File: config.mk
export PLATFORM = sky130hd
export DESIGN_NAME = sha256_msg_scheduler
export DESIGN_NICKNAME = d
export VERILOG_FILES = /design/src/rtl/sha256_pkg.sv /design/src/rtl/sha256_msg_scheduler.sv
export SDC_FILE = /design/constraint.sdc
export NUM_CORES = 1
export LEC_CHECK = 0
export ABC_AREA = 1
export BUFFER_PORTS_ARGS = -buffer_cell sky130_fd_sc_hd__clkbuf_2
export CORE_MARGIN = 5
export CORE_UTILIZATION = 55
export DETAILED_ROUTE_END_ITERATION = 8
export GPL_TIMING_DRIVEN = 1
export HOLD_SLACK_MARGIN = 0.03
export PLACE_DENSITY = 0.78
export SYNTH_ARGS = -nofsm -noshare
export SYNTH_HDL_FRONTEND = slang
export SYNTH_SLANG_ARGS = --single-unit
File: constraint.sdc
create_clock -name clk -period 17.25 [get_ports clk]
set_input_delay 2.5875 -clock clk [delete_from_list [all_inputs] [get_ports clk]]
set_output_delay 2.5875 -clock clk [all_outputs]
set_load 0.01 [all_outputs]
File: src/rtl/sha256_pkg.sv
// sha256_pkg: shared SHA-256 types, sizes and sigma helpers for scheduler and core
package sha256_pkg;

    typedef enum logic {IDLE, RUN} state_t;

    localparam int WORD_W = 32;
    localparam int ROUNDS = 64;
    localparam int WIN    = 16;

    function automatic logic [WORD_W-1:0] rotr(input logic [WORD_W-1:0] x, input int n);
        return (x >> n) | (x << (WORD_W - n));
    endfunction

    function automatic logic [WORD_W-1:0] ssig0(input logic [WORD_W-1:0] x);
        return rotr(x, 7) ^ rotr(x, 18) ^ (x >> 3);
    endfunction

    function automatic logic [WORD_W-1:0] ssig1(input logic [WORD_W-1:0] x);
        return rotr(x, 17) ^ rotr(x, 19) ^ (x >> 10);
    endfunction

endpackage

File: src/rtl/sha256_msg_scheduler.sv
// sha256_msg_scheduler: streams W0..W63 of one block through a 16-word sliding window
module sha256_msg_scheduler
    import sha256_pkg::*;
(
    input  logic              clk,
    input  logic              rst,
    input  logic [511:0]      blk_i,
    input  logic              blk_valid,
    output logic              blk_ready,
    output logic [WORD_W-1:0] Wt_o,
    output logic              d_valid,
    input  logic              wt_ready,
    output logic [5:0]        w_idx,
    output logic              w_last
);

    state_t            state, state_nxt;
    logic [WORD_W-1:0] w [WIN];
    logic [5:0]        cnt;
    logic              accept, xfer, at_end;

    assign accept = blk_valid && state == IDLE;
    assign xfer   = wt_ready && state == RUN;
    assign at_end = cnt == 6'(ROUNDS - 1);

    // State register
    always_ff @(posedge clk) begin
        if (rst) state <= IDLE;
        else     state <= state_nxt;
    end

    // Next state and state-decoded outputs; data outputs are gated to zero outside RUN
    always_comb begin
        state_nxt = state;
        if (accept)                state_nxt = RUN;
        else if (xfer && at_end)   state_nxt = IDLE;
        blk_ready = state == IDLE;
        d_valid   = state == RUN;
        Wt_o      = d_valid ? w[0] : '0;
        w_idx     = d_valid ? cnt : '0;
        w_last    = d_valid && at_end;
    end

    // Window load on accept, shift-and-expand on every transfer, counter tracks t
    always_ff @(posedge clk) begin
        if (rst) begin
            cnt <= '0;
            for (int i = 0; i < WIN; i++) w[i] <= '0;
        end else if (accept) begin
            cnt <= '0;
            for (int i = 0; i < WIN; i++) w[i] <= blk_i[511 - WORD_W*i -: WORD_W];
        end else if (xfer) begin
            cnt <= at_end ? 6'd0 : cnt + 6'd1;
            for (int i = 0; i < WIN - 1; i++) w[i] <= w[i+1];
            w[WIN-1] <= ssig1(w[14]) + w[9] + ssig0(w[1]) + w[0];
        end
    end

endmodule

==> flow_summary.ini <==
[pwr]
power_frac_seq = 0.366
p_leak_nw = 14.9
ir_drop_uv = 84.5
switchingPower_mw = 1.74
p_int_mw = 2.75
p_total_mw = 4.49
p_clk_frac = 0.262
comb_power_share = 0.372
switching_share = 0.387
p_per_area_nw_per_um2 = 138

[final_layout]
post-route-util = 0.650
fillers = 4098
final_nets = 3779
stdcell_count = 3893
drive_gt1_frac = 0.205
regArea_um2 = 15500
final_cell_mix = nand2_1, clkbuf_2, edfxtp_1
final_common_cell = nand2_1
area_growth_syn_to_layout_pct = 17.9
multiInputGateArea_um2 = 10000
finalInstanceArea_um2 = 32400

[critical_path]
cp_num_buf_inv = 5
crit_fanout = 195
cpPeakStageDelay_ns = 0.94
endpoint_kind = flop
crit_family = buffers and inverters
worstSetupPathType = in -> reg
setup.worst_path.start_class = input port
worstPathArrival_ns = 6.32
critical_path.cell_chain = clkbuf_2, nand2_2, inv_2, nor2_4, buf_12, nand2_4, buf_4, buf_4
crit_slowest_cell = buf_4
crit_top_cell = buf_4
required_ns = 17.49

[timing]
max_freq_mhz = 164
finalHoldViolCount = 0
max-slew-margin-rel = 0.161
skew_ns = 0.0459
finalSetupTns_ns = 0
fin_crit_sh = 0.352
finalSetupViolations = 0
worstMarginPinSlew_ns = 1.26
fin_ws_ns = 11.17
grt_setup_unrepaired = false
timing.final.crit_period_ns = 6.08
worst_hold_slack_ns = 0.525
slew_violations = 0

[grt]
grt_overflow_total = 0
busiest_layer = met2
grt_usage = 0.348
antenna_found_initial = 11
met3_usage = 0.0541
grt_pass1_wl_um = 138000
global_route.usage.met2 = 0.567
use_met1 = 0.456
grt_max_degree = 235
grt_pass1_vias = 21900

[placement]
dpl_worst_slack_ns = 10.62
dpl.cell_count = 3785
place.gp.congestion = 0.978
place_area_um2 = 30600
hpwl_um = 74100
numPortBuffers = 556

[logic_synthesis]
yosysTopAreaCellShare = 0.559
yosys_warnings = 0
synthCells = 2694
seq_area_frac_synth = 0.564
synth-edff-count = 512
yosys.area.top_type = edfxtp_1
ys_ff_latch = 519
syn_nets = 3304
synth_cell_types = 35
yosys-top-cells-area = edfxtp_1, nand2_1, inv_1
synthFlopType = edfxtp_1
syn_area_um2 = 27500
async_flop_share = 0
avgSynthCellArea_um2 = 10.2

[die]
die_y_um = 234
die_x_um = 234
die-area_um2 = 54600
core-area_um2 = 49900
num_rows = 82
ioPinCount = 557
start_util = 0.552

[detailed_routing]
vias_per_cell = 5.73
wl_per_cell_um = 25.0
ant_nets = 0
drc = 0
drt-total-wl_um = 97500
first_pass_iters = 6
drt_iter0_drc = 2804
vias = 22300

[clock_network]
cts_buffers = 54
cts_tree = built
hold_buffers = 0
cts_max_level = 2
cts_root_buffer = clkbuf_16
cts_resized = 0
post_cts_buffers = 0
insertion_delay_ns = 0.63
clkSinkCount = 519
clk_pin_slew_ns = 0.06
clock_path_buffers = 3

[outcome]
run_status = finished, final reports clean

[flow_run]
cap_violations = 0

[hold_path]
hp-class = reg -> reg
layout make-up:
| class | instances | area share |
|---|---|---|
| multi-input combinational | 1672 | 0.309 |
| clock buffer | 64 | 0.0428 |
| clock inverter | 36 | 0.0122 |
| timing repair buffer | 571 | 0.0904 |
| antenna | 8 | 0.000617 |
| sequential | 519 | 0.478 |
| tap | 672 | 0.0259 |
| inverter | 351 | 0.0410 |
final timing paths:
path	end	depth (start not counted)	startpoint	slack, ns
max	w[1][27]$_SDFFCE_PN0P_	8	wt_ready	11.17
min	w[7][2]$_DFFE_PP_	1	w[7][34]$_DFFE_PP_	0.52
max reg2reg	w[7][49]$_DFFE_PP_	20	w[7][11]$_DFFE_PP_	12.86
min reg2reg	w[7][2]$_DFFE_PP_	1	w[7][34]$_DFFE_PP_	0.52
routing by layer:
layer | vias up | wire length [um]
li1 | 10100 | -
met1 | 10600 | 36900
met3 | 224 | 8720
met4 | 6 | 5970
met5 | - | 38
met2 | 1316 | 45900
synthesized netlist by cell type (all sizes together), types with 3 or more instances:
cell	count
nor3	8
xnor2	57
a32o	80
a21oi	252
nand2	773
fa	62
edfxtp	512
o21ai	50
clkbuf	40
nor2	51
nand4	6
and2	3
ha	32
nand3	73
buf	112
inv	351
xor2	65
a22o	148
dfxtp	7
power by group through the flow:
stage               sequential, mW  combinational, mW  clock [mW]
CTS                           1.64               1.65        1.18
detailed placement            1.66               1.63           0
floorplan                     1.62               1.08           0
global route                  1.65               1.85        1.24
finish                        1.64               1.67        1.18
global placement              1.66               1.62           0
state kept, by name (all words and copies together), names as in the netlist:
signal / cells
w: 512
cnt: 6
d_valid: 1
cell families after synthesis:
logic type               count (synthesis)  share of synthesized area
AND/OR/NAND/NOR                        920                      0.131
AO/OA/AOI/OAI                          536                      0.133
flip-flops                             519                      0.564
buffers and inverters                  503                     0.0737
XOR/XNOR                               122                     0.0388
adder cells (fa/ha/maj)                 94                     0.0597
Power figures use the tool's default switching activity.
